### config.mk
export PLATFORM = sky130hd
export DESIGN_NAME = frame_rr_arbiter
export DESIGN_NICKNAME = d
export VERILOG_FILES = /design/src/rtl/frame_rr_arbiter.sv
export SDC_FILE = /design/constraint.sdc
export NUM_CORES = 1
export LEC_CHECK = 0
export ABC_AREA = 1
export CORE_MARGIN = 5
export CORE_UTILIZATION = 50
export CTS_CLUSTER_DIAMETER = 100
export DETAILED_ROUTE_END_ITERATION = 10
export PLACE_DENSITY = 0.77
export SLEW_MARGIN = 10
export SYNTH_ARGS = -nofsm -noshare
export SYNTH_HDL_FRONTEND = slang
export SYNTH_SLANG_ARGS = --single-unit
### constraint.sdc
create_clock -name clk -period 2.6 [get_ports clk]
set_input_delay 0.52 -clock clk [delete_from_list [all_inputs] [get_ports clk]]
set_output_delay 0.52 -clock clk [all_outputs]
set_load 0.005 [all_outputs]
### src/rtl/frame_rr_arbiter.sv
// Frame-granular round-robin arbiter: one port owns the shared frame path from sop to eop.
// Optional watchdog abort of hung frames is compiled in with `define FRAME_TIMEOUT_EN.
module frame_rr_arbiter #(
    parameter int unsigned N_PORT      = 4,
    parameter int unsigned ID_W        = 2,
    parameter int unsigned TIMEOUT_CYC = 1024
) (
    input  logic              clk,
    input  logic              rst_n,
    input  logic [N_PORT-1:0] i_req,
    input  logic [N_PORT-1:0] i_sop,
    input  logic [N_PORT-1:0] i_eop,
    output logic [N_PORT-1:0] o_gnt,
    output logic [ID_W-1:0]   o_gnt_id,
    output logic              o_busy,
    output logic [15:0]       o_frame_cnt,
    output logic              o_timeout
);

    if (N_PORT < 2 || N_PORT > 16 || ID_W != $clog2(N_PORT) || TIMEOUT_CYC < 2) begin : g_param_err
        $error("frame_rr_arbiter: illegal parameter combination");
    end

    typedef enum logic [1:0] {
        IDLE  = 2'd0,
        GRANT = 2'd1,
        BUSY  = 2'd2,
        REL   = 2'd3
    } state_t;

    state_t            state_q, state_nxt;
    logic [N_PORT-1:0] gnt_q, gnt_nxt;
    logic [ID_W-1:0]   gnt_id_q, gnt_id_nxt;
    logic [ID_W-1:0]   ptr_q, ptr_nxt;
    logic              busy_q, busy_nxt;
    logic [15:0]       cnt_q, cnt_nxt;
    logic              timeout_q, timeout_nxt;

    logic              found;
    logic [ID_W-1:0]   sel;
    logic [ID_W:0]     pos;

`ifdef FRAME_TIMEOUT_EN
    localparam int unsigned WD_W = $clog2(TIMEOUT_CYC);
    logic [WD_W-1:0] wd_q, wd_nxt;
`endif

    // First requester strictly after the pointer, scanning cyclically.
    always_comb begin
        found = 1'b0;
        sel   = '0;
        pos   = '0;
        for (int unsigned k = 0; k < N_PORT; k++) begin
            pos = {1'b0, ptr_q} + (ID_W + 1)'(k + 1);
            if (pos >= (ID_W + 1)'(N_PORT)) begin
                pos = pos - (ID_W + 1)'(N_PORT);
            end
            if (!found && i_req[pos[ID_W-1:0]]) begin
                found = 1'b1;
                sel   = pos[ID_W-1:0];
            end
        end
    end

    always_comb begin
        state_nxt   = state_q;
        gnt_nxt     = gnt_q;
        gnt_id_nxt  = gnt_id_q;
        ptr_nxt     = ptr_q;
        cnt_nxt     = cnt_q;
        timeout_nxt = 1'b0;
`ifdef FRAME_TIMEOUT_EN
        wd_nxt      = wd_q;
`endif
        case (state_q)
            IDLE: begin
                if (found) begin
                    state_nxt      = GRANT;
                    gnt_nxt        = '0;
                    gnt_nxt[sel]   = 1'b1;
                    gnt_id_nxt     = sel;
`ifdef FRAME_TIMEOUT_EN
                    wd_nxt         = '0;
`endif
                end
            end
            GRANT: begin
                if (i_sop[gnt_id_q]) begin
                    if (i_eop[gnt_id_q]) begin
                        state_nxt = REL;
                        gnt_nxt   = '0;
                        cnt_nxt   = cnt_q + 16'd1;
                        ptr_nxt   = gnt_id_q;
                    end else begin
                        state_nxt = BUSY;
                    end
                end else if (!i_req[gnt_id_q]) begin
                    state_nxt = IDLE;
                    gnt_nxt   = '0;
                end
            end
            BUSY: begin
                if (i_eop[gnt_id_q]) begin
                    state_nxt = REL;
                    gnt_nxt   = '0;
                    cnt_nxt   = cnt_q + 16'd1;
                    ptr_nxt   = gnt_id_q;
                end
            end
            default: begin
                state_nxt = IDLE;
            end
        endcase
`ifdef FRAME_TIMEOUT_EN
        // A normal sop/eop/req-drop transition wins over the watchdog in the same cycle.
        if ((state_q == GRANT || state_q == BUSY) && (state_nxt == GRANT || state_nxt == BUSY)) begin
            if (wd_q == WD_W'(TIMEOUT_CYC - 1)) begin
                state_nxt   = IDLE;
                gnt_nxt     = '0;
                ptr_nxt     = gnt_id_q;
                timeout_nxt = 1'b1;
            end else begin
                wd_nxt = wd_q + 1'b1;
            end
        end
`endif
        busy_nxt = (state_nxt == GRANT) || (state_nxt == BUSY);
    end

    always_ff @(posedge clk or negedge rst_n) begin
        if (!rst_n) begin
            state_q   <= IDLE;
            gnt_q     <= '0;
            gnt_id_q  <= '0;
            ptr_q     <= ID_W'(N_PORT - 1);
            busy_q    <= 1'b0;
            cnt_q     <= '0;
            timeout_q <= 1'b0;
        end else begin
            state_q   <= state_nxt;
            gnt_q     <= gnt_nxt;
            gnt_id_q  <= gnt_id_nxt;
            ptr_q     <= ptr_nxt;
            busy_q    <= busy_nxt;
            cnt_q     <= cnt_nxt;
            timeout_q <= timeout_nxt;
        end
    end

`ifdef FRAME_TIMEOUT_EN
    always_ff @(posedge clk or negedge rst_n) begin
        if (!rst_n) begin
            wd_q <= '0;
        end else begin
            wd_q <= wd_nxt;
        end
    end

    assign o_timeout = timeout_q;
`else
    assign o_timeout = 1'b0;
`endif

    assign o_gnt       = gnt_q;
    assign o_gnt_id    = gnt_id_q;
    assign o_busy      = busy_q;
    assign o_frame_cnt = cnt_q;

endmodule

Word-level counts from Yosys, hierarchy flattened
Index checks and enable logic that the tools add are counted.
- output and inout port bits: 24
- input bits: 14
- register bits after elaboration: 27
- $add $sub $neg: 9
- multiplexer cells: 45
- equal/unequal tests: 7
- reduce and logical (&&, ||, !) cells: 14
- $lt $le $gt $ge: 11
- operator list (operator ; number):
    16-bit two-way mux ; 2
    16-bit one-hot mux with 2 select lines ; 1
    2-bit two-way mux ; 14
    2-bit by 3-bit < comparator with 1-bit output (second input constant) ; 6
    16-bit by 1-bit adder with 16-bit output (second input constant) ; 1
    4-bit two-way mux ; 4
    1-bit binary-select mux with 2-bit select ; 7
    1-bit two-way mux ; 13
    3-bit >= comparator (second input constant) ; 4
    4-bit one-hot mux with 3 select lines ; 1
    2-bit by 1-bit subtractor with 2-bit output (second input constant) ; 4
    2-bit by 2-bit adder with 3-bit output (second input constant) ; 2
    2-bit one-hot mux with 3 select lines ; 1
    2-bit by 1-bit == test with 1-bit output (second input constant) ; 2
    2-bit == test (second input constant) ; 2
    1-bit logical AND ; 4
    2-bit inequality test (second input constant) ; 2
    2-bit one-hot mux with 2 select lines ; 1
    2-bit AND reduction ; 2
    2-bit by 1-bit adder with 3-bit output (second input constant) ; 1
    2-bit by 3-bit adder with 3-bit output (second input constant) ; 1
    1-bit logical NOT ; 3
    3-bit inequality test (second input constant) ; 1
    3-bit AND reduction ; 1
    6 further kinds ; 6

Logic depth before layout (Yosys ltp)
- depth in word-level cells: 21
- mapped depth: 15

Worst setup path after synthesis
Ideal clock, no wire load.
- path type: flip-flop to flip-flop
- from: reg ptr_q[0]
- to: reg gnt_q[0], in the netlist o_gnt[0]
- slack: 1071 ps
- library setup time: 117 ps
- stages on the path, launching flop included: 13
- path buffers: 1
- arrival: 1411 ps
- cells stage by stage: dfstp_2 -> buf_6 -> inv_8 -> nand2_4 -> nand2_4 -> nand2_4 -> nand3_2 -> nor2_4 -> nand3_1 -> nand2_2 -> inv_2 -> nand3_1 -> nand2_1
- longest elaborated chain between the ends: 21
- ends and longest elaborated chain (item ; RTL line ; RTL):
    from (decl) ; 34 ; logic [ID_W-1:0] ptr_q, ptr_nxt;
    from (signal assigned) ; 135 ; ptr_q <= ID_W'(N_PORT - 1);
    from (signal assigned) ; 143 ; ptr_q <= ptr_nxt;
    2-bit by 1-bit adder with 3-bit output ; 54 ; pos = {1'b0, ptr_q} + (ID_W + 1)'(k + 1);
    3-bit >= comparator or 2-bit by 1-bit subtractor with 2-bit output (tied branches) ; 55, 56 ;
    2-bit two-way mux ; 55 ; if (pos >= (ID_W + 1)'(N_PORT)) begin
    1-bit binary-select mux with 2-bit select ; 58 ; if (!found && i_req[pos[ID_W-1:0]]) begin
    1-bit two-way mux (not written as such) ; 58 ;
    1-bit two-way mux ; 58 ;
    1-bit logical NOT ; 58 ;
    1-bit logical AND ; 58 ;
    [... 5 more ...] ; n/a ;
    1-bit logical AND ; 58 ;
    2-bit two-way mux ; 58 ;
    2-bit by 3-bit < comparator with 1-bit output (not written as such) or 2-bit by 1-bit >= comparator with 1-bit output (tied branches) ; 80 ; gnt_nxt[sel] = 1'b1;
    1-bit logical AND (not written as such) ; 80 ;
    1-bit two-way mux (not written as such) ; 80 ;
    1-bit demux with 2-bit select ; 80 ;
    4-bit two-way mux ; 77 ; if (found) begin
    4-bit one-hot mux with 3 select lines ; 75 ; case (state_q)
    to (signal assigned) ; 141 ; gnt_q <= gnt_nxt;
    to (decl) ; 32 ; logic [N_PORT-1:0] gnt_q, gnt_nxt;
Several ways; a longest one is shown, not always the timed one. The select of a mux whose other input is x is not followed.
A chain may end at the register's enable or synchronous reset.

Final worst setup path
- from: reg gnt_id_q[0], in the netlist o_gnt_id[0]
- to: out o_gnt_id[0]
- RTL lines (item ; RTL line ; RTL):
    from (decl) ; 33 ; logic [ID_W-1:0] gnt_id_q, gnt_id_nxt;
    from (signal assigned) ; 142 ; gnt_id_q <= gnt_id_nxt;
    to (decl) ; 14 ; output logic [ID_W-1:0] o_gnt_id,
No word-level cell between the ends.

==> results.md <==
* Syn Nets at 297
* # IOs at 38
* Number of flops mapped to enable cells by yosys at 0
* Status: completed
* Ant. Diodes at 0
* CTS tree: yes
* Crit-path leading delay family: flip-flops
* TNS Setup at 0 ns
* CTS Buffer Depth at 2
* Synthesized instance count at 277
* Drt first pass iters at 4
* Buffers & Inverters on Critical Path at 1
* Slew Viols, Final at 0
* CTS resizes at 0
* DP Cell Count at 358
* Vias/cell at 4.95
* Worst Path Required at 2.08 ns
* Max_cap viols at 0
* Period utilisation layout at 75.2%
* Post-route DRC violation count at 0
* Post-Route WL at 4420 um
* Layout cells sized above 1 at 16.0%
* Delay of the slowest critical-path stage at 0.58 ns
* CORE AREA at 4000 um^2
* Nets at 333
* Hold Fails Final Rpt at 0
* GRT Util Overall at 18.3%
* Final setup fails at 0
* Kind of critical path: flip-flop to primary output
* Post-DR wirelength/cell at 12.2 um
* First-pass GRT wire length at 7910 um
* Via count at 1792
* Setup bufs post-CTS at 0
* Port bufs at 36
* Setup crit start kind: flip-flop
* RePlAce Congestion at 0.886
* Netlist Area Pre-Place at 2060 um^2
* Synth-to-layout area growth at 20.2%
* Vias in the first global route at 1758
* Crit path setup slack, layout at 0.644 ns
* Leakage at 0.00120 uW
* Skew final at 0.00773 ns
* P per Cell Area at 1080 nW/um^2
* Asr flop ratio synth at 100%
* Worst vdd ir at 0.556 mV
* RSZ-0062 raised after global routing: false
* Die Wd at 74.1 um
* Initial DRC Count at 130
* Flop and latch count out of synthesis at 27
* Total CTS buffers at 3
* Most frequent cells in the layout: 85 x nand2_1, 36 x clkdlybuf4s50_1, 26 x inv_1
* Yosys warnings at 0
* CTS Hold Bufs at 0
* Hold Path Class: flip-flop to flip-flop
* Critical path capture point type: primary output
* H-tree lvl count at 1
* Library cells used by synthesis at 30
* Height of the chip at 74.1 um
* Fmax achieved at 0.511 GHz
* Final ANT Viol Nets at 0
* Clock sink total at 27
* Hold_ws at 0.487 ns
* Pre-CTS WS at 0.382 ns
* Row count at 23
* Pin count of the biggest net entering global routing at 28
* Most common cell after layout, fill and taps aside: nand2_1
* Total grt overflow at 0
* Initial antenna violation count at 0
* Tmin final at 1.96 ns
* Detailed placement HPWL at 3540 um
* Register area share after synthesis at 33.0%
* Die Area at 5490 um^2
* Worst path slowest cell: dfrtp_1
* Root buf cell: clkbuf_8
* Initial Utilization at 51.4%
* Worst EP arrival at 1.44 ns
* Crit-path max FO at 9
* Syn avg cell area at 7.42 um^2
* Top FF cell, synth: dfrtp_1
* Worst-Skew Late Latency at 0.28 ns
* Clock-pin slew on the worst setup and hold paths at 0.09 ns
* Final instance count without filler cells at 362
* Crit-path cells: clkdlybuf4s50_1
==> area by class of cell <==
type	instances	area, um^2
clock buffer	4	45.0
multi-input combinational	209	1170
fill	366	1530
sequential	27	678
timing repair buffer	37	368
inverter	35	146
tap	50	62.6
==> cell families after synthesis <==
kind of cell	Yosys count	synth area share, %
and+or+nand+nor	171	42.5
buffers and inverters	41	10.0
DFF	27	33.0
AOI/OAI and AO/OA	17	4.63
xor gates and xnor gates	14	5.96
adders and majority gates	6	3.65
other	1	0.182
==> final timing paths <==
path	end	cells after the start	slack, ns	start
min	o_gnt[0]$_DFFE_PN0P_	2	0.49	o_gnt[0]$_DFFE_PN0P_
max	o_gnt_id[0]	1	0.64	o_gnt_id[0]$_DFFE_PN0P_
max reg2reg	o_frame_cnt[7]$_DFFE_PN0P_	11	0.75	o_gnt_id[0]$_DFFE_PN0P_
min reg2reg	o_gnt[0]$_DFFE_PN0P_	2	0.49	o_gnt[0]$_DFFE_PN0P_
min in group asynchronous	o_frame_cnt[7]$_DFFE_PN0P_	2	0.61	rst_n
max in group asynchronous	ptr_q[1]$_DFFE_PN1P_	2	1.68	rst_n
==> cell usage after synthesis, types with 2 or more instances <==
| master | instances | area, um^2 |
|---|---|---|
| xnor2_1 | 5 | 43.8 |
| nand2_4 | 12 | 135 |
| dfrtp_1 | 25 | 626 |
| nor2_4 | 3 | 33.8 |
| a21oi_1 | 3 | 15.0 |
| buf_4 | 2 | 15.0 |
| ha_1 | 6 | 75.1 |
| o21ai_0 | 4 | 20.0 |
| o21ai_1 | 6 | 30.0 |
| nand2_2 | 11 | 68.8 |
| nand2_1 | 85 | 319 |
| buf_6 | 4 | 45.0 |
| nand3_1 | 22 | 110 |
| a31oi_1 | 2 | 12.5 |
| inv_2 | 5 | 18.8 |
| o21ai_2 | 2 | 17.5 |
| nor2_2 | 2 | 12.5 |
| xor2_1 | 9 | 78.8 |
| nand3_2 | 6 | 60.1 |
| nor3_1 | 6 | 30.0 |
| nor2_1 | 18 | 67.6 |
| dfstp_2 | 2 | 52.6 |
| nand4_1 | 5 | 31.3 |
| inv_1 | 26 | 97.6 |
==> sequential cells by signal, summed over array words and instances, names as in the netlist <==
name         count
o_gnt            4
state_q          2
o_busy           1
o_frame_cnt     16
o_gnt_id         2
ptr_q            2
==> where the power goes <==
| part | switching (uW) | leakage (uW) | total (uW) | internal (uW) |
|---|---|---|---|---|
| logic | 1040 | 0.000839 | 1690 | 652 |
| registers | 183 | 0.000335 | 740 | 557 |
| clock network | 131 | 0.0000228 | 241 | 110 |
| total | 1360 | 0.00120 | 2680 | 1320 |
==> routing by layer <==
layer | up-vias | track usage, % | wire length (um)
li1 | 931 | - | -
met1 | 823 | 25.1 | 2210
met4 | 0 | 6.44 | 64
met2 | 33 | 29.4 | 1940
met3 | 5 | 2.57 | 194
met5 | - | 0 | 0
==> through the flow <==
stage	power [uW]	cell area [um^2]	util (%)
floorplan	2030	2060	-
global placement	2410	2430	60.7
detailed placement	2440	2430	60.7
CTS	2700	2470	61.8
global route	2960	2470	61.8
finish	2680	2470	61.8
No activity file was read; power rests on OpenSTA's default activity.
